$ cat src/rtl/fifo_reader.sv
// fifo_reader
//   Drain-side companion of the multi-port fifo. Pops up to READ entries per
//   pop from the fifo read window into a local holding buffer, then serializes
//   them as a single-lane valid/ready stream towards a single-beat consumer.
//
// Parameters
//   DATA  width of one entry
//   READ  fifo read-port count (>= 1)
//   ACT   active level of re (0: active-low, 1: active-high)
//   CNTW  width of beat_cnt (only with FIFO_READER_STAT_EN)
//
// Ports
//   clk        clock, all state updates on posedge
//   reset      synchronous reset, active-high
//   flush_     active-low synchronous clear of the holding buffer
//   rd         fifo read data, lane 0 = oldest
//   v          fifo read valid, prefix-contiguous from lane 0
//   re         fifo read enable, polarity set by ACT
//   out_valid  output beat valid
//   out_ready  consumer accepts beat
//   out_data   output beat data
//   busy       holding buffer non-empty
//   beat_cnt   delivered-beat counter (only with FIFO_READER_STAT_EN)
//
// Configuration
//   FIFO_READER_STAT_EN  adds the beat_cnt port and its counter; cleared by
//                        reset only, wraps modulo 2^CNTW.

module fifo_reader #(
  parameter int DATA = 64,
  parameter int READ = 4,
  parameter int ACT  = 0
`ifdef FIFO_READER_STAT_EN
  , parameter int CNTW = 32
`endif
) (
  input  logic                       clk,
  input  logic                       reset,
  input  logic                       flush_,
  input  logic [READ-1:0][DATA-1:0]  rd,
  input  logic [READ-1:0]            v,
  output logic [READ-1:0]            re,
  output logic                       out_valid,
  input  logic                       out_ready,
  output logic [DATA-1:0]            out_data,
  output logic                       busy
`ifdef FIFO_READER_STAT_EN
  , output logic [CNTW-1:0]          beat_cnt
`endif
);

  localparam int   CW      = $clog2(READ + 1);
  localparam int   HW      = (READ > 1) ? $clog2(READ) : 1;
  localparam logic ACT_LVL = (ACT != 0);

  logic [READ-1:0][DATA-1:0] hbuf;
  logic [CW-1:0]             cnt;
  logic [CW-1:0]             pop_n;
  logic [HW-1:0]             head;
  logic                      load;
  logic                      fire;

  // Number of entries the fifo currently offers; v is prefix-contiguous, so
  // the offered entries occupy lanes 0..pop_n-1.
  always_comb begin
    pop_n = '0;
    for (int i = 0; i < READ; i++) begin
      pop_n = pop_n + CW'(v[i]);
    end
  end

  assign out_valid = (cnt != '0);
  assign busy      = out_valid;
  assign out_data  = hbuf[head];
  assign fire      = out_valid & out_ready;

  // Refill when the buffer is empty, or when its last beat is leaving this
  // cycle, so consecutive windows stream without a bubble.
  assign load = flush_ & ~reset & ((cnt == '0) | ((cnt == CW'(1)) & out_ready));

  // Pop exactly the offered lanes, and only on a load.
  always_comb begin
    re = '0;
    for (int i = 0; i < READ; i++) begin
      re[i] = (load & v[i]) ? ACT_LVL : ~ACT_LVL;
    end
  end

  // Holding buffer state. A load overrides the fire update because the beat
  // leaving in the same cycle is the last one of the previous window. Flush
  // leaves hbuf contents in place; only cnt/head matter for visibility.
  always_ff @(posedge clk) begin
    if (reset) begin
      hbuf <= '0;
      cnt  <= '0;
      head <= '0;
    end else if (!flush_) begin
      cnt  <= '0;
      head <= '0;
    end else if (load) begin
      head <= '0;
      cnt  <= pop_n;
      for (int i = 0; i < READ; i++) begin
        if (CW'(i) < pop_n) begin
          hbuf[i] <= rd[i];
        end
      end
    end else if (fire) begin
      head <= head + HW'(1);
      cnt  <= cnt - CW'(1);
    end
  end

`ifdef FIFO_READER_STAT_EN
  // Delivered-beat statistic; a beat taken during a flush cycle still counts.
  always_ff @(posedge clk) begin
    if (reset) begin
      beat_cnt <= '0;
    end else if (fire) begin
      beat_cnt <= beat_cnt + CNTW'(1);
    end
  end
`endif

endmodule

$ cat config.mk
export PLATFORM = sky130hd
export DESIGN_NAME = fifo_reader
export DESIGN_NICKNAME = d
export VERILOG_FILES = /design/src/rtl/fifo_reader.sv
export SDC_FILE = /design/constraint.sdc
export NUM_CORES = 1
export LEC_CHECK = 0
export ABC_AREA = 0
export BUFFER_PORTS_ARGS = -buffer_cell sky130_fd_sc_hd__buf_2
export CORE_MARGIN = 3
export CORE_UTILIZATION = 50
export DETAILED_ROUTE_END_ITERATION = 10
export PLACE_DENSITY_LB_ADDON = 0.08
export REMOVE_ABC_BUFFERS = 1
export SKIP_CTS_REPAIR_TIMING = 1
export SYNTH_ARGS = -nofsm -noshare
export SYNTH_HDL_FRONTEND = slang
export SYNTH_SLANG_ARGS = --single-unit
export TNS_END_PERCENT = 10
$ cat constraint.sdc
create_clock -name clk -period 3 [get_ports clk]
set_input_delay 0.3 -clock clk [delete_from_list [all_inputs] [get_ports clk]]
set_output_delay 0.3 -clock clk [all_outputs]
set_load 0.05 [all_outputs]
Word level (Yosys, flattened, before mapping)

Cells that the tools add are included.

Flip-flop bits (word level): 261
Input bits: 264
Word-level logic and storage cells: 45

$add $sub $neg: 5
Order comparisons: 5
Equality and inequality tests: 1
Mux-type cells: 8
Bitwise operators: 11
Reduce and logical (&&, ||, !) cells: 9

Operator list:

| cell                  | count |
|---|---|
| $bmux W64 S2          | 1 |
| $mux W64              | 1 |
| $reduce_and A3 Y1     | 4 |
| $and A1 B1 Y1         | 8 |
| $lt A1 B3 Y1 const A  | 2 |
| $lt A2 B3 Y1 const A  | 2 |
| $mux W3               | 2 |
| $mux W1               | 4 |
| $add A2 B1 Y3         | 1 |
| $add A3 B1 Y3         | 1 |
| $eq A3 B1 Y1 const B  | 1 |
| $logic_not A3 Y1      | 1 |
| $lt A2 B3 Y1 const B  | 1 |
| $reduce_bool A3 Y1    | 1 |
| $reduce_or A3 Y1      | 1 |
| $sub A3 B1 Y3 const B | 1 |
| $add A1 B1 Y2         | 1 |
| $add A2 B1 Y2 const B | 1 |
| $not A1 Y1            | 2 |
| $reduce_bool A2 Y1    | 1 |
| $reduce_or A2 Y1      | 1 |
| $or A1 B1 Y1          | 1 |

Longest topological paths before layout

Depth in word-level cells: 6
Gate-level depth with buffers: 10
Gate-level depth less buffers: 8

Worst setup path before layout

No wires, ideal clock.

Path kind: input -> register
Start: in v[0]
End: reg hbuf[131] in the netlist's numbering
Setup time: 0.132 ns
Data arrival time: 2.105 ns
Required time: 2.868 ns
Path slack: 0.763 ns
Stages: 9
Path buffers: 1
Cells stage by stage: fa_1 ha_1 inv_1 ha_1 nor4b_4 nand3_1 clkbuf_1 nand2_1 a21oi_1

Word-level cells in the longest chain between the ends: 5

RTL lines:

| item                          | RTL line | text |
|---|---|---|
| start, declared               | 41       | `input logic [READ-1:0] v,` |
| $add A1 B1 Y2                 | 68       | `pop_n = pop_n + CW'(v[i]);` |
| $add A2 B1 Y3                 | 68       |  |
| $add A3 B1 Y3                 | 68       |  |
| $lt A2 B3 Y1                  | 104      | `if (CW'(i) < pop_n) begin` |
| $reduce_and A3 Y1 (no line)   | -        |  |
| end signal, assigned by index | 105      | `hbuf[i] <= rd[i];` |
| end, declared                 | 56       | `logic [READ-1:0][DATA-1:0] hbuf;` |

No other way between the ends.
A chain may end at the register's enable or synchronous reset.

Worst setup path in the final report

Start: reg head[1]
End: out out_data[23]

Word-level cells in the longest chain between the ends: 2

RTL lines:

| item                           | RTL line | text |
|---|---|---|
| start, declared                | 59       | `logic [HW-1:0] head;` |
| start signal, assigned         | 109      | `head <= head + HW'(1);` |
| $bmux W64 S2                   | 74       | `assign out_data = hbuf[head];` |
| $mux W64 (not written as such) | 74       |  |
| end, declared                  | 45       | `output logic [DATA-1:0] out_data,` |

No other way between the ends. The select of a mux whose other input is x is not followed.

==> flow_summary.yaml <==
finish:
  fin_area_sq_um: 13600
  areaGrowthSynthToFinish_pct: 27.1
  layout-drive-gt1-share: 0.303
  num-nets-final: 1812
  fillers: 1808
  final_core_utilization: 0.659
timing:
  rsz0062_at_grt: "false"
  hold_viol_final: 17
  period_share: 0.867
  max_freq_ghz: 0.384
  period_minus_slack_ps: 2600
  fin_hold_ws_ps: -6.97
  max-slew-margin-rel: 0.477
  clock_skew_ps: 10.3
  drv_slew: 0
  worstMarginPinSlew_ps: 785
  setup_violations: 0
die:
  dieHeight_microns: 152
  num_rows: 52
  core-area_sq_um: 20600
  dieArea_sq_um: 23200
  ios: 334
  start_util: 0.519
  die_width_microns: 152
run_status:
  status: "finished with violations"
  failed_checks: "hold timing"
setup_path:
  cp_top_family: "flip-flops"
  path_max_fanout: 28
  cp-end-kind: "primary output"
  r2r-end: "hbuf[123]$_SDFFE_PP0P_"
  crit_slowest_cell: "dfxtp_4"
  crit_required_ps: 2700
  cp_data_arrival_time_ps: 2300
  path_buf_inv: 2
  r2r_cells: 7
  critPathMaxStageDelay_ps: 610
  path_class: "register to primary output"
  rrSetupSlack_ps: 1000
  r2r-start: "cnt[0]$_SDFFE_PP0P_"
  path_cells: "buf_12 > mux4_2 > buf_2"
  startpoint_type: "register"
power_and_ir_drop:
  p_sw_mw: 2.24
  power.internal_mw: 6.00
  leakage_nw: 5.31
  netSwitchingFraction: 0.271
  peakVddDrop_mv: 0.420
  clock_power_share: 0.399
  power_frac_seq: 0.450
  combPwrFrac: 0.150
  powerDensity_nw_per_um2: 606
  power_mw: 8.24
synthesis:
  synth-xor-area-share: 0.00246
  ys_seq_area_frac: 0.488
  netlist_area_sq_um: 10700
  yosys_warnings: 0
  synthAdderAreaFrac: 0.00889
  syn_inst: 1241
  synth_seq_cells: 261
  syn_area_per_cell_sq_um: 8.62
  synth_compound_area_frac: 0.124
  synth.area.mux_share: 0.136
  synth_top_family_by_area: "simple AND/OR/NAND/NOR gates"
  yosys.area_share.simple: 0.195
  yosys.cell_types.count: 29
detailed_routing:
  vias: 9889
  drtIter0Drc: 555
  drt-pass1-iter-count: 5
  ant_nets: 0
  drt_wl_total_microns: 33700
  wire_per_inst_microns: 18.4
  route.detailed.drc: 0
  vias_per_cell: 5.41
global_route:
  gr-total-overflow: 0
  grt_pass1_wl_microns: 51900
  grt_pass1_vias: 9869
  antenna_found_initial: 7
  grt_max_degree: 156
  grt.total_usage: 0.275
place:
  place.gp.congestion: 0.830
  dpl-instance-area_sq_um: 12600
  post-dp-hpwl_microns: 22100
  io_buffer_count: 333
flow_run:
  cap_violations: 0
clocking:
  cts_tree: "built"
  clkSlewWorstSetupHoldPaths_ps: 60
  htreeDepth: 1
  numCtsBuffers: 28
  clock-sinks: 261
  clk_latency_ps: 540
  root_buffer: "clkbuf_16"
  cts.path.max_buffers: 3
worst_hold_path:
  hold_path_depth: 3
  whs_endpoint: "hbuf[201]$_SDFFE_PP0P_"
  hp-class: "input pin to register"
  hp-start: "rd[201]"
cell type report:
class	instances	area [sq um]	area share
Antenna cell	1	2.50	0.000184
Clock buffer	39	802	0.0590
Sequential cell	261	5230	0.385
Multi-Input combinational cell	877	5000	0.368
Timing Repair Buffer	368	2130	0.157
Inverter	5	18.8	0.00138
Tap cell	270	338	0.0248
Clock inverter	8	76.3	0.00561
per-stage QoR:
step                TNS [ps]  cells  setup WS, ps
detailed placement         0   1769           347
finish                     0   1829           399
global placement           0   1769           423
floorplan             -71820   1143          -855
CTS                        0   1816           365
global route               0   1829           290
power by group through the flow:
stage | clock network (mW) | logic, mW | registers [mW]
3_5_place_dp | 0 | 1.23 | 3.79
2_1_floorplan | 0 | 0.688 | 3.76
5_1_grt | 3.47 | 1.34 | 3.73
3_3_place_gp | 0 | 1.22 | 3.78
4_1_cts | 3.33 | 1.23 | 3.71
6_report | 3.29 | 1.24 | 3.71
how the worst max path moves through the flow:
| stage | from | to | slack [ps] | cells after the start |
|---|---|---|---|---|
| after floorplan | head[1]$_SDFFE_PP0P_ | out_data[0] | -860 | 1 |
| after global placement | v[0] | hbuf[110]$_SDFFE_PP0P_ | 420 | 10 |
| after detailed placement | v[0] | hbuf[98]$_SDFFE_PP0P_ | 350 | 10 |
| after CTS | head[1]$_SDFFE_PP0P_ | out_data[11] | 370 | 3 |
| after global routing | head[1]$_SDFFE_PP0P_ | out_data[11] | 290 | 3 |
| final | head[1]$_SDFFE_PP0P_ | out_data[23] | 400 | 3 |
state kept, by name, summed over array words and instances, names as in the netlist:
name / cells
cnt: 3
head: 2
hbuf: 256
worst reg2reg max path, cell delays in order (launching register included):
cell and delay [ps]:
dfxtp_1 330, inv_1 80, ha_1 240, a21o_1 260, nand2_2 100, buf_4 540, nand2_1 200, a21oi_1 180
cells in the mapped netlist:
cell type,count,area [sq um]
nand2_1,521,1960
a211oi_1,1,7.51
nand3_1,2,10.0
nand2b_1,4,25.0
buf_4,15,113
nor2_1,5,18.8
and2_1,1,6.26
and4_1,2,17.5
a221oi_1,1,8.76
a21oi_1,256,1280
nor4b_4,1,23.8
dfxtp_1,261,5230
mux2_2,1,11.3
mux4_2,64,1440
and3_1,1,6.26
clkbuf_1,45,169
ha_1,6,75.1
a22o_1,1,8.76
buf_1,3,11.3
xnor2_1,1,8.76
nor2b_1,1,6.26
a21o_1,1,7.51
nand4_1,2,12.5
buf_2,35,175
a311oi_1,1,8.76
xor2_1,2,17.5
o22ai_1,1,6.26
fa_1,1,20.0
inv_1,5,18.8
cells in the final DEF, fill, tap and decap left out:
cell type | Yosys | layout
a211oi_1 | 1 | 1
a21o_1 | 1 | 1
a21oi_1 | 256 | 256
a221oi_1 | 1 | 1
a22o_1 | 1 | 1
a311oi_1 | 1 | 1
and2_2 | 0 | 1
and3_2 | 0 | 1
and4_2 | 0 | 2
buf_12 | 0 | 13
buf_2 | 35 | 332
buf_4 | 15 | 10
bufinv_16 | 0 | 1
clkbuf_1 | 45 | 5
clkbuf_16 | 0 | 28
clkbuf_8 | 0 | 7
clkinv_2 | 0 | 6
clkinv_8 | 0 | 1
dfxtp_1 | 261 | 259
dfxtp_4 | 0 | 2
diode_2 | 0 | 1
dlygate4sd3_1 | 0 | 12
fa_1 | 1 | 1
ha_1 | 6 | 6
inv_1 | 5 | 5
mux2_2 | 1 | 1
mux4_2 | 64 | 64
nand2_1 | 521 | 520
nand2_2 | 0 | 1
nand2b_1 | 4 | 4
nand3_1 | 2 | 1
nand3_2 | 0 | 1
nand4_1 | 2 | 2
nor2_1 | 5 | 5
nor2b_1 | 1 | 1
nor4b_4 | 1 | 1
o22ai_1 | 1 | 1
xnor2_1 | 1 | 1
xor2_1 | 2 | 2
cells by family (layout without fill, tap and decap cells):
kind of cell,after synthesis,after routing
other,0,1
buffers and inverters,103,420
and+or+nand+nor,540,540
adders and majority gates,7,7
AOI/OAI and AO/OA,262,262
DFF,261,261
muxes,65,65
xor gates and xnor gates,3,3
routing by layer:
layer  vias up  wire, microns  GRT usage
met5         -             81          0
met4        12            795     0.0822
met3        62           2890     0.0554
met2       420          16300      0.460
met1      4650          13600      0.364
li1       4745              -          -
(Power assumes the default switching activity.)
